<file path="src/rtl/ecc_sram_corrector_pkg.sv">
// Shared constants and types for the page ECC write-back corrector.
// Segment geometry, SRAM base addresses, decoder codes and FSM states.
package ecc_sram_corrector_pkg;

   localparam int SEG_LEN = 172;
   localparam int NSEG    = 3;
   localparam int FLAG_LO = 160;
   localparam int FLAG_HI = 163;
   localparam int TAIL_LO = 164;

   localparam logic [8:0] SEG0_BASE = 9'd0;
   localparam logic [8:0] SEG1_BASE = 9'd172;
   localparam logic [8:0] SEG2_BASE = 9'd344;
   localparam logic [8:0] TAIL_BASE = 9'd504;

   typedef enum logic [1:0] {
      CODE_NONE = 2'b00,
      CODE_ONE  = 2'b01,
      CODE_TWO  = 2'b10,
      CODE_UNC  = 2'b11
   } code_e;

   typedef enum logic [3:0] {
      ST_IDLE,
      ST_LOAD,
      ST_RD0,
      ST_WT0,
      ST_WR0,
      ST_RD1,
      ST_WT1,
      ST_WR1,
      ST_FIN
   } state_e;

   typedef struct packed {
      logic [1:0] seg;
      code_e      code;
      logic [7:0] loc0;
      logic [7:0] val0;
      logic [7:0] loc1;
      logic [7:0] val1;
   } pend_t;

endpackage

</file>
<file path="src/rtl/ecc_sram_corrector_loc_map.sv">
// Maps (segment, symbol location) to a page-buffer address.
// Ports: seg, loc in; valid (byte is writable), is_flag, adrs out.
module ecc_sram_corrector_loc_map
   import ecc_sram_corrector_pkg::*;
(
   input  logic [1:0] seg,
   input  logic [7:0] loc,
   output logic       valid,
   output logic       is_flag,
   output logic [8:0] adrs
);

   logic [8:0] loc9;

   assign loc9 = {1'b0, loc};

   // Segment 2 holds the flag bytes in the middle; the
   // data after them lives in the tail of the buffer.
   always_comb begin
      valid   = 1'b0;
      is_flag = 1'b0;
      adrs    = '0;
      unique case (seg)
         2'd0: begin
            if (loc9 < 9'(SEG_LEN)) begin
               valid = 1'b1;
               adrs  = SEG0_BASE + loc9;
            end
         end
         2'd1: begin
            if (loc9 < 9'(SEG_LEN)) begin
               valid = 1'b1;
               adrs  = SEG1_BASE + loc9;
            end
         end
         2'd2: begin
            if (loc9 < 9'(FLAG_LO)) begin
               valid = 1'b1;
               adrs  = SEG2_BASE + loc9;
            end else if (loc9 <= 9'(FLAG_HI)) begin
               is_flag = 1'b1;
            end else if (loc9 < 9'(SEG_LEN)) begin
               valid = 1'b1;
               adrs  = TAIL_BASE + loc9 - 9'(TAIL_LO);
            end
         end
         default: ;
      endcase
   end

endmodule

</file>
<file path="src/rtl/ecc_sram_corrector.sv">
// RS result write-back: XOR-corrects bad bytes in the 512x8 page SRAM.
// Ports: start/RSdone/RSresults in; SRAM req/gnt bus; corrDone, status out.
module ecc_sram_corrector
   import ecc_sram_corrector_pkg::*;
(
   input  logic        clk,
   input  logic        reset,
   input  logic        start,
   input  logic        RSdone,
   input  logic [33:0] RSresults,
   input  logic        sramGnt,
   input  logic [7:0]  sramDo,
   output logic        sramReq,
   output logic        sramEnable,
   output logic        sramWE,
   output logic [8:0]  sramAdrs,
   output logic [7:0]  sramDi,
   output logic        corrDone,
   output logic [7:0]  status
);

   state_e     state;
   state_e     nstate;
   pend_t      pend;
   logic       pend_full;
   logic [1:0] seg_cnt;
   logic [7:0] rdata_q;
   logic       done_q;
   logic       flag_q;
   logic       ovf_q;
   logic       fix_q;
   logic [2:0] unc_q;

   logic       m0_valid;
   logic       m0_flag;
   logic [8:0] m0_adrs;
   logic       m1_valid;
   logic       m1_flag;
   logic [8:0] m1_adrs;

   logic       has0;
   logic       has1;
   logic       same;
   logic       need0;
   logic       need1;
   logic       flag_hit;
   logic [7:0] wval0;
   logic       wr_fire;
   logic       busy;

   ecc_sram_corrector_loc_map u_map0 (
      .seg     (pend.seg),
      .loc     (pend.loc0),
      .valid   (m0_valid),
      .is_flag (m0_flag),
      .adrs    (m0_adrs)
   );

   ecc_sram_corrector_loc_map u_map1 (
      .seg     (pend.seg),
      .loc     (pend.loc1),
      .valid   (m1_valid),
      .is_flag (m1_flag),
      .adrs    (m1_adrs)
   );

   assign has0 = (pend.code == CODE_ONE) ||
                 (pend.code == CODE_TWO);
   assign has1 = (pend.code == CODE_TWO);

   // Two errors on one symbol collapse into a
   // single write of the combined pattern.
   assign same  = has1 && (pend.loc0 == pend.loc1);
   assign need0 = has0 && m0_valid;
   assign need1 = has1 && !same && m1_valid;
   assign wval0 = same ? (pend.val0 ^ pend.val1)
                       : pend.val0;

   assign flag_hit = (has0 && m0_flag) ||
                     (has1 && m1_flag);

   assign busy   = (state != ST_IDLE) || pend_full;
   assign status = {fix_q, ovf_q, flag_q,
                    unc_q, done_q, busy};

   always_ff @(posedge clk or negedge reset) begin
      if (!reset) begin
         state <= ST_IDLE;
      end else begin
         state <= nstate;
      end
   end

   always_comb begin
      nstate     = state;
      sramReq    = 1'b0;
      sramEnable = 1'b1;
      sramWE     = 1'b0;
      sramAdrs   = '0;
      sramDi     = '0;
      wr_fire    = 1'b0;
      corrDone   = 1'b0;
      unique case (state)
         ST_IDLE: begin
            if (pend_full) nstate = ST_LOAD;
         end
         ST_LOAD: begin
            if (need0)      nstate = ST_RD0;
            else if (need1) nstate = ST_RD1;
            else            nstate = ST_FIN;
         end
         ST_RD0: begin
            sramReq = 1'b1;
            if (sramGnt) begin
               sramEnable = 1'b0;
               sramAdrs   = m0_adrs;
               nstate     = ST_WT0;
            end
         end
         ST_WT0: begin
            sramReq = 1'b1;
            nstate  = ST_WR0;
         end
         ST_WR0: begin
            sramReq = 1'b1;
            if (sramGnt) begin
               sramEnable = 1'b0;
               sramWE     = 1'b1;
               sramAdrs   = m0_adrs;
               sramDi     = rdata_q ^ wval0;
               wr_fire    = 1'b1;
               nstate     = need1 ? ST_RD1 : ST_FIN;
            end
         end
         ST_RD1: begin
            sramReq = 1'b1;
            if (sramGnt) begin
               sramEnable = 1'b0;
               sramAdrs   = m1_adrs;
               nstate     = ST_WT1;
            end
         end
         ST_WT1: begin
            sramReq = 1'b1;
            nstate  = ST_WR1;
         end
         ST_WR1: begin
            sramReq = 1'b1;
            if (sramGnt) begin
               sramEnable = 1'b0;
               sramWE     = 1'b1;
               sramAdrs   = m1_adrs;
               sramDi     = rdata_q ^ pend.val1;
               wr_fire    = 1'b1;
               nstate     = ST_FIN;
            end
         end
         ST_FIN: begin
            corrDone = (pend.seg == 2'd2);
            nstate   = ST_IDLE;
         end
         default: nstate = ST_IDLE;
      endcase
      // Abort still lets this cycle's bus access finish.
      if (start) nstate = ST_IDLE;
   end

   always_ff @(posedge clk or negedge reset) begin
      if (!reset) begin
         pend      <= '0;
         pend_full <= 1'b0;
         seg_cnt   <= '0;
         rdata_q   <= '0;
         done_q    <= 1'b0;
         flag_q    <= 1'b0;
         ovf_q     <= 1'b0;
         fix_q     <= 1'b0;
         unc_q     <= '0;
      end else if (start) begin
         pend_full <= 1'b0;
         seg_cnt   <= '0;
         done_q    <= 1'b0;
         flag_q    <= 1'b0;
         ovf_q     <= 1'b0;
         fix_q     <= 1'b0;
         unc_q     <= '0;
      end else begin
         if (state == ST_FIN) pend_full <= 1'b0;
         if (RSdone) begin
            if (pend_full || seg_cnt == 2'(NSEG)) begin
               ovf_q <= 1'b1;
            end else begin
               pend      <= pend_t'({seg_cnt, RSresults});
               pend_full <= 1'b1;
               seg_cnt   <= seg_cnt + 2'd1;
            end
         end
         if (state == ST_WT0 || state == ST_WT1)
            rdata_q <= sramDo;
         if (state == ST_LOAD) begin
            if (pend.code == CODE_UNC)
               unc_q <= unc_q | (3'b001 << pend.seg);
            if (flag_hit) flag_q <= 1'b1;
         end
         if (wr_fire) fix_q <= 1'b1;
         if (corrDone) done_q <= 1'b1;
      end
   end

endmodule

</file>
<file path="config.mk">
export PLATFORM = sky130hd
export DESIGN_NAME = ecc_sram_corrector
export DESIGN_NICKNAME = d
export VERILOG_FILES = /design/src/rtl/ecc_sram_corrector_pkg.sv /design/src/rtl/ecc_sram_corrector_loc_map.sv /design/src/rtl/ecc_sram_corrector.sv
export SDC_FILE = /design/constraint.sdc
export NUM_CORES = 1
export LEC_CHECK = 0
export ABC_CLOCK_PERIOD_IN_PS = 2600
export CAP_MARGIN = 25
export CORE_MARGIN = 2
export CORE_UTILIZATION = 53
export DETAILED_ROUTE_END_ITERATION = 6
export PLACE_DENSITY = 0.81
export RECOVER_POWER = 100
export SYNTH_ARGS = -nofsm -noshare
export SYNTH_HDL_FRONTEND = slang
export SYNTH_SLANG_ARGS = --single-unit
</file>
<file path="constraint.sdc">
create_clock -name clk -period 2.6 [get_ports clk]
set_input_delay 0.26 -clock clk [delete_from_list [all_inputs] [get_ports clk]]
set_output_delay 0.26 -clock clk [all_outputs]
set_load 0.02 [all_outputs]
</file>
* Word-level counts from Yosys, hierarchy flattened
Index checks and enable logic that the tools add are counted. W data, S select, Z words.
Word-level totals: bits in registers 58, bits of input ports 47, output and inout port bits 29
Operators by class: add/subtract/negate cells 9, magnitude comparators 6, equality and inequality tests 21, shifts and indexed selects 1, multiplexer cells 68, bitwise gates (word level) 6, reductions and logical operators 35
Operators by type and width (number):
- $mux W9 | 10
- $pmux W9 S3 | 2
- $mux W8 | 5
- $add A9 B8 Y9 const A | 4
- $lt A8 B8 Y1 const B | 4
- $mux W1 | 32
- $mux W4 | 8
- $pmux W4 S8 | 1
- $xor A8 B8 Y8 | 3
- $add A8 B8 Y9 const A | 2
- $pmux W9 S2 | 1
- $sub A9 B8 Y9 const B | 2
- $eq A4 B3 Y1 const B | 4
- $le A8 B8 Y1 const B | 2
- $pmux W8 S2 | 1
- $ne A3 B3 Y1 const B | 5
- $reduce_bool A2 Y1 | 7
- $reduce_and A2 Y1 | 5
- $mux W3 | 3
- $eq A2 B2 Y1 const B | 4
- $eq A4 B2 Y1 const B | 2
- $eq A8 B8 Y1 | 1
- $reduce_or A2 Y1 | 4
- $logic_and A1 B1 Y1 | 6
- other kinds (19) | 28

* Depth between registers and ports, before layout
Gate-level depths: netlist (run 1).
depth after elaboration 10, mapped depth 8, depth with buffers taken out 7

* Hierarchy
A second synthesis (run 1) with hierarchy kept.
Unflattened totals: cells, all modules 454, area total of the unflattened synthesis 4356.7 um2
Modules (own cells, without submodules):
- ecc_sram_corrector | times used 1, cells each 300, area each 3289.4 um2
- ecc_sram_corrector_loc_map at u_map1 | times used 1, cells each 81, area each 565.5 um2
- ecc_sram_corrector_loc_map at u_map0 | times used 1, cells each 73, area each 501.7 um2

* Worst setup path before layout (run 1)
Ideal clock, no wire load.
path kind reg2out, from reg pend[27] in the netlist's numbering, to out sramAdrs[7], arrival time 2.081 ns, path slack 0.259 ns, cell stages (with the launch flop) 8, buffers on the path 0, cells stage by stage dfrtp_1 > inv_1 > ha_1 > a21oi_1 > nand2b_1 > a211oi_1 > a21oi_1 > o311ai_0
Between the ends: cells in the longest elaborated chain, start to end 8, elaborated cells on any way between the ends 15, classes of those cells add/sub (4); order compare (3); mux (8)
Ends and longest elaborated chain:
- start, declared | RTL line ecc_sram_corrector.sv:24 | pend_t pend;
- start signal, assigned | RTL line ecc_sram_corrector.sv:193 | pend <= pend_t'({seg_cnt, RSresults});
- $add A9 B8 Y9 | RTL line ecc_sram_corrector_loc_map.sv:44 | adrs = TAIL_BASE + loc9 - 9'(TAIL_LO);
- $sub A9 B8 Y9 | RTL line ecc_sram_corrector_loc_map.sv:44
- $mux W9 | RTL line ecc_sram_corrector_loc_map.sv:42 | end else if (loc9 < 9'(SEG_LEN)) begin
- $mux W9 | RTL line ecc_sram_corrector_loc_map.sv:40 | end else if (loc9 <= 9'(FLAG_HI)) begin
- $mux W9 | RTL line ecc_sram_corrector_loc_map.sv:37 | if (loc9 < 9'(FLAG_LO)) begin
- $pmux W9 S3 * | RTL line ecc_sram_corrector_loc_map.sv:23 | unique case (seg)
- $mux W9 * | RTL line ecc_sram_corrector.sv:114, ecc_sram_corrector.sv:126
- $pmux W9 S2 * | RTL line ecc_sram_corrector.sv:103 | unique case (state)
- end, declared | RTL line ecc_sram_corrector.sv:16 | output logic [8:0] sramAdrs,
Every way passes the cells marked *; elsewhere a longest branch is shown, timed or not.

* Worst setup path after layout (run 1)
from reg pend[12] in the netlist's numbering, to out sramDi[0]
Between the ends: cells in the longest elaborated chain, start to end 6
Ends and longest elaborated chain:
- $eq A8 B8 Y1 | RTL line ecc_sram_corrector.sv:73 | assign same = has1 && (pend.loc0 == pend.loc1);
- $logic_and A1 B1 Y1 | RTL line ecc_sram_corrector.sv:73
- $mux W8 | RTL line ecc_sram_corrector.sv:76 | assign wval0 = same ? (pend.val0 ^ pend.val1)
- $xor A8 B8 Y8 | RTL line ecc_sram_corrector.sv:130 | sramDi = rdata_q ^ wval0;
- $mux W8 | RTL line ecc_sram_corrector.sv:126 | if (sramGnt) begin
- $pmux W8 S2 | RTL line ecc_sram_corrector.sv:103
- end, declared | RTL line ecc_sram_corrector.sv:17 | output logic [7:0] sramDi,
No other way between the ends.

==> qor.csv, run 1 <==
metric;value;unit
Detail Placement HPWL;9130;microns
Wirelength per Cell;19.8;microns
Via density;5.92;
Longest Clk Path Bufs;2;
P_leak;2.42;nW
DRT iter0 DRCs;339;
Inserted Diodes;0;
Final Hold Viols;0;
cts bufs inserted;9;
synthesis-to-layout area growth;37.2;%
Reg area;1460;sq um
Die ar.;8420;sq um
total number of vias;3973;
Synth Instances;444;
core area;7370;sq um
CTS root buf;clkbuf_8;
RSZ-0062 raised after global routing;yes;
clk slew on worst S/H paths;70;ps
crit path max fanout;8;
largest net degree at the start of global routing;49;
worst path bufs/invs;3;
most common cell after layout, fill and taps aside;buf_4;
# fillers;505;
max_slew headroom;2.60;%
Top FF cell, synth;dfrtp_1;
initial antenna violation count;0;
Peak VDD IR;0.000599;V
synthesized area;4080;sq um
Synth cell types;64;
Syn Nets;506;
Post-synth ARST share;100;%
wl on met1;5730;microns
critical path arrival;2280;ps
post-synthesis sequential area ratio;35.6;%
Die Span Y;91.7;microns
Setup TNS Final;0;ps
H-tree Lvls;3;
most frequent cells in the layout;61 x buf_4, 57 x clkdlybuf4s50_1, 55 x dfrtp_1, 34 x o21ai_0, 33 x mux2_2;
Top Ports;76;
WP depth;8;
Initial Utilization;55.4;%
worst setup path start;pend[12];
Yosys reg bits;58;
crit share post-route;97.5;%
worst hold path class;primary input to flip-flop;
Hold WS;477;ps
met3 wire len;748;microns
top layer in use;met4;
type of the worst setup path;flip-flop to output port;
Final nets;629;
Critical Path Start Type;flip-flop;
post-detailed-route DRC marker count;0;
vias in the first global route;4206;
routed wire length;13300;microns
final max-slew violation count;0;
Fmax;394;MHz
die width;91.7;microns
cell family with most CP delay;buffers and inverters;
post-layout util;76.0;%
status;completed;
Clock Sinks;58;
Crit. End Element;output port;
Port-buffer cells;75;
Mapped Avg Cell Area;9.19;sq um
Setup WS post-layout;64.2;ps
metal2 WL;6350;microns
worst skew pair latency;340;ps
CP max stage delay;420;ps
reg2reg path depth;7;
# rows;31;
final setup violation count;0;
pre-CTS WS;-48.0;ps
crit path time final;2540;ps
clock skew;6.75;ps
CP max stage cell;dfrtp_1;
number of flops mapped to enable cells by yosys;0;
Tightest Pin Transition;1460;ps
most frequent CP cell;buf_6;
r2r setup slk;280;ps
r2r endpoint;state[0];
1st-pass router iterations;5;
total number of yosys warnings;0;
dpl cells;647;
Tot GR Track Use;32.2;%
Data required, critical path;2340;ps
total gr overflow;0;
fin cells;671;
Final ANT Viol Nets;0;
layout cells sized above 1;29.4;%
first-pass GRT wire length;21200;microns
Critical R2R Launch;pend[10];
max-cap viol count;0;
Multi-input gate area;2460;sq um
RD Place Congestion;0.932;
CP endpoint;sramDi[0];
CTS tree;done;
worst-path cell chain;buf_6, xor2_1, nor4_4, buf_6, nand4_1, xnor2_2, o22ai_2, buf_6;
Pwr Density;768;nW/um^2
-- routing by layer --
metal / up-vias / track usage (%)
li1: 1836 / -
met1: 1927 / 40.4
met2: 164 / 52.1
met3: 46 / 8.63
met4: 0 / 14.3
met5: - / 0
-- state kept, by name, summed over array words and instances (netlist names) --
signal and flops:
pend 36, rdata_q 8, state 4, unc_q 3, seg_cnt 2, done_q 1, fix_q 1, flag_q 1
ovf_q 1, pend_full 1
-- power breakdown --
part,switching (W),internal [W],total (W)
combinational,0.00100,0.000939,0.00194
sequential,0.000218,0.00108,0.00130
clock,0.000417,0.000645,0.00106
-- logic make-up (layout without fill, tap and decap cells) --
| group | after synthesis | in the layout | synth area share (%) |
|---|---|---|---|
| adder cells (fa/ha/maj) | 15 | 15 | 4.60 |
| AND/OR/NAND/NOR | 122 | 122 | 16.1 |
| buffers and inverters | 52 | 180 | 6.13 |
| flip-flops | 58 | 58 | 35.6 |
| multiplexers | 35 | 35 | 9.60 |
| XOR/XNOR | 40 | 40 | 8.59 |
| AO/OA/AOI/OAI | 122 | 122 | 19.4 |
-- tightest hold or removal path: cells and delay by family --
kind | cells | cell delay (ps)
AO/OA/AOI/OAI | 1 | 60
AND/OR/NAND/NOR | 1 | 50
buffers and inverters | 1 | 400
-- metrics by stage --
stage                     area, sq um  power [W]
after floorplan                  4080    0.00242
after detailed placement         5260    0.00307
final                            5600    0.00430
after CTS                        5530    0.00419
after global routing             5600    0.00452
after global placement           5260    0.00302
-- worst min path at each step --
stage | start | depth (start not counted) | endpoint
global route | RSresults[11] | 3 | pend[11]
CTS | RSresults[13] | 3 | pend[13]
floorplan | reset | 0 | done_q
detailed placement | reset | 1 | rdata_q[4]
global placement | reset | 1 | pend[23]
finish | RSresults[13] | 3 | pend[13]
-- what timing repair did --
| action | 4_1_cts | 5_1_grt |
|---|---|---|
| hold buffers | 1 | 0 |
| pin swaps | 2 | 5 |
| setup buffers | 3 | 4 |
| setup endpoints to repair | 17 | 18 |
| resized for setup | 74 | 31 |
| endpoints found under the hold margin | 26 | 0 |
-- layout make-up --
class                      count  area share (%)
clock inverter                 7            2.24
multi-input combinational    334            44.0
inverter                      19            1.27
tap                           99            2.21
timing repair buffer         145            22.1
clock buffer                   9            2.21
sequential                    58            26.0
-- synthesized netlist by cell type, types with 3 or more instances --
cell / n / area (sq um)
nand2_1: 33 / 124
xor2_1: 11 / 96.3
nand4_1: 10 / 62.6
o21ai_0: 37 / 185
nor2b_1: 6 / 37.5
a221oi_1: 3 / 26.3
mux2_2: 33 / 372
o211ai_1: 3 / 22.5
a211o_1: 4 / 35.0
nor2_1: 32 / 120
nor3b_1: 3 / 22.5
a211oi_1: 8 / 60.1
or3_1: 3 / 18.8
inv_1: 18 / 67.6
ha_1: 15 / 188
buf_4: 6 / 45.0
clkbuf_1: 10 / 37.5
a31oi_1: 4 / 25.0
a21o_1: 3 / 22.5
o211a_1: 3 / 30.0
dfrtp_1: 58 / 1450
buf_2: 12 / 60.1
o22ai_1: 14 / 87.6
a22o_1: 3 / 26.3
xnor2_1: 29 / 254
nand2b_1: 6 / 37.5
a21oi_1: 22 / 110
nor3_1: 7 / 35.0
Note: power is estimated with default switching activity, not from simulation.
==> run 2, diff against run 1 <==
--- a/config.mk
+++ b/config.mk
@@ -6,7 +6,7 @@
 export NUM_CORES = 1
 export LEC_CHECK = 0
 export ABC_CLOCK_PERIOD_IN_PS = 2600
-export CAP_MARGIN = 25
+export CAP_MARGIN = 20
 export CORE_MARGIN = 2
 export CORE_UTILIZATION = 53
 export DETAILED_ROUTE_END_ITERATION = 6
==> constraint.sdc (replaced) <==
create_clock -name clk -period 2.6 [get_ports clk]
set_input_delay 0.26 -clock clk [delete_from_list [all_inputs] [get_ports clk]]
set_output_delay 0.26 -clock clk [all_outputs]
set_load 0.05 [all_outputs]
==> run 2 against run 1 <==
Effect of this change: global-route usage is 2.6 points lower; register-to-register slack better by 150 ps; via count is 2.1% lower; flip-flop and latch count stayed put; total power is 6.5% lower; clock-buffer cell count is 1 higher; die area stayed put; critical path depth stayed put; core utilization is 0.39 points lower; sequential share of layout area is 0.27 points higher; non-clock buffer count is 29 lower; routed wire length is 7.3% lower.
==> qor.csv, run 2 (synthesis results as in run 1) <==
metric;value;unit;change
status;completed;;
die width;91.7;microns;unchanged
CTS root buf;clkbuf_8;;
# rows;31;;unchanged
Wirelength per Cell;19.2;microns;-3.0%
Hold WS;503;ps;+26.0 ps
clock skew;14.6;ps;+7.81 ps
RD Place Congestion;0.942;;+1.1%
P_leak;2.32;nW;-4.3%
type of the worst setup path;flip-flop to output port;;
Tot GR Track Use;29.6;%;-2.6 points
post-detailed-route DRC marker count;0;;unchanged
Die Span Y;91.7;microns;unchanged
Multi-input gate area;2480;sq um;+0.91%
Critical R2R Launch;pend[10];;
first-pass GRT wire length;19600;microns;-7.2%
total number of vias;3888;;-2.1%
Via density;6.07;;+2.4%
Final Hold Viols;0;;unchanged
Detail Placement HPWL;8430;microns;-7.7%
Longest Clk Path Bufs;2;;unchanged
CTS tree;done;;
worst setup path start;pend[11];;
Top Ports;76;;unchanged
core area;7370;sq um;unchanged
worst hold path class;primary input to flip-flop;;
Crit. End Element;output port;;
Final nets;600;;-4.6%
worst skew pair latency;340;ps;about the same
critical path arrival;2320;ps;+40 ps
Reg area;1460;sq um;+0.52%
1st-pass router iterations;5;;unchanged
post-layout util;75.6;%;-0.39 points
Final ANT Viol Nets;0;;unchanged
Critical Path Start Type;flip-flop;;
cts bufs inserted;9;;unchanged
Initial Utilization;55.4;%;unchanged
max_slew headroom;3.99;%;+1.4 points
max-cap viol count;0;;unchanged
initial antenna violation count;0;;unchanged
H-tree Lvls;3;;unchanged
vias in the first global route;3835;;-8.8%
synthesis-to-layout area growth;36.5;%;
Fmax;387;MHz;-1.8%
largest net degree at the start of global routing;59;;+20%
clk slew on worst S/H paths;80;ps;about the same
Tightest Pin Transition;1440;ps;-21.0 ps
RSZ-0062 raised after global routing;yes;;
final setup violation count;0;;unchanged
biggest regs;pend x36, rdata_q x8, state x4;;
Port-buffer cells;75;;unchanged
Clock Sinks;58;;unchanged
crit path time final;2580;ps;+47.1 ps
final max-slew violation count;0;;unchanged
# fillers;455;;-9.9%
layout cells sized above 1;27.5;%;-1.9 points
Inserted Diodes;0;;unchanged
Biggest register;pend;;
Pwr Density;722;nW/um^2;-6.0%
routed wire length;12300;microns;-7.3%
Peak VDD IR;0.000592;V;-1.1%
most common cell after layout, fill and taps aside;clkdlybuf4s50_1;;
most frequent cells in the layout;51 x clkdlybuf4s50_1, 49 x dfrtp_1, 34 x o21ai_0, 34 x buf_4, 33 x mux2_2;;
crit path max fanout;7;;-1
crit share post-route;99.3;%;+1.8 points
Die ar.;8420;sq um;unchanged
critical hold path startpoint;RSresults[28];;
Data required, critical path;2340;ps;about the same
max reg flops;36;;unchanged
total gr overflow;0;;unchanged
Setup TNS Final;0;ps;unchanged
DRT iter0 DRCs;373;;+10%
-- run 2: cell count changes in the layout (fill, tap and decap cells not counted), moves of 3 or more --
cell,previous run,this run
buf_2,15,3
clkdlybuf4s50_1,57,51
o22ai_2,1,7
buf_4,61,34
clkinv_2,0,3
dfrtp_2,3,9
dfrtp_1,55,49
o22ai_1,13,7
buf_12,3,18
dlygate4sd3_1,1,6
clkinv_4,3,0
-- run 2: path summary, 6_finish.rpt --
path,cells after the start,slack [ps],end
hold reg to reg,2,500,done_q
max in group asynchronous,3,760,pend[29]
setup reg to reg,6,430,state[0]
setup / recovery,8,20,sramAdrs[5]
min in group asynchronous,3,880,pend[25]
hold / removal,3,500,pend[28]
-- run 2: worst max-delay path, stage by stage (launching register included) --
cell and delay (ps):
dfrtp_2 440, inv_1 80, buf_4 160, ha_1 220
a211oi_1 350, xnor2_1 170, o22ai_1 120, a22o_1 280
buf_12 160
-- run 2: stage by stage --
| step | std cells | total power (W) | setup WS, ps | cell area [sq um] |
|---|---|---|---|---|
| after floorplan | 444 | 0.00249 | -139 | 4090 |
| after global placement | 609 | 0.00295 | 204 | 5150 |
| after detailed placement | 609 | 0.00299 | 267 | 5150 |
| after CTS | 626 | 0.00388 | -17.9 | 5420 |
| after global routing | 641 | 0.00424 | -46.6 | 5570 |
| final | 641 | 0.00402 | 17.0 | 5570 |
-- run 2: layer usage --
metal	wire length (microns)	track usage, %
met4	204	9.45
met2	6120	47.6
met5	0	0
met1	5110	40.0
met3	877	6.33
-- run 2: timing repair --
| action | in CTS | in global routing |
|---|---|---|
| setup buffers | 1 | 13 |
| cloned | 0 | 2 |
| endpoints found under the setup margin | 14 | 18 |
| gates resized for setup | 14 | 20 |
| hold endpoints to repair | 58 | 0 |
| pin swaps | 2 | 6 |
| hold buffers | 1 | 0 |
-- run 2: power breakdown --
group	switching, W	internal [W]	leakage, nW	total, W
registers	0.000244	0.00108	0.720	0.00133
logic	0.00101	0.000852	1.50	0.00186
clock network	0.000371	0.000460	0.0941	0.000830
-- run 2: layout make-up --
| class | instances | share of cell area [%] |
|---|---|---|
| inverters | 19 | 1.30 |
| clock buffers | 10 | 2.47 |
| flip-flops and latches | 58 | 26.3 |
| repair buffers | 116 | 22.1 |
| well taps | 99 | 2.22 |
| multi-input cells | 334 | 44.6 |
| clock inverters | 5 | 0.989 |
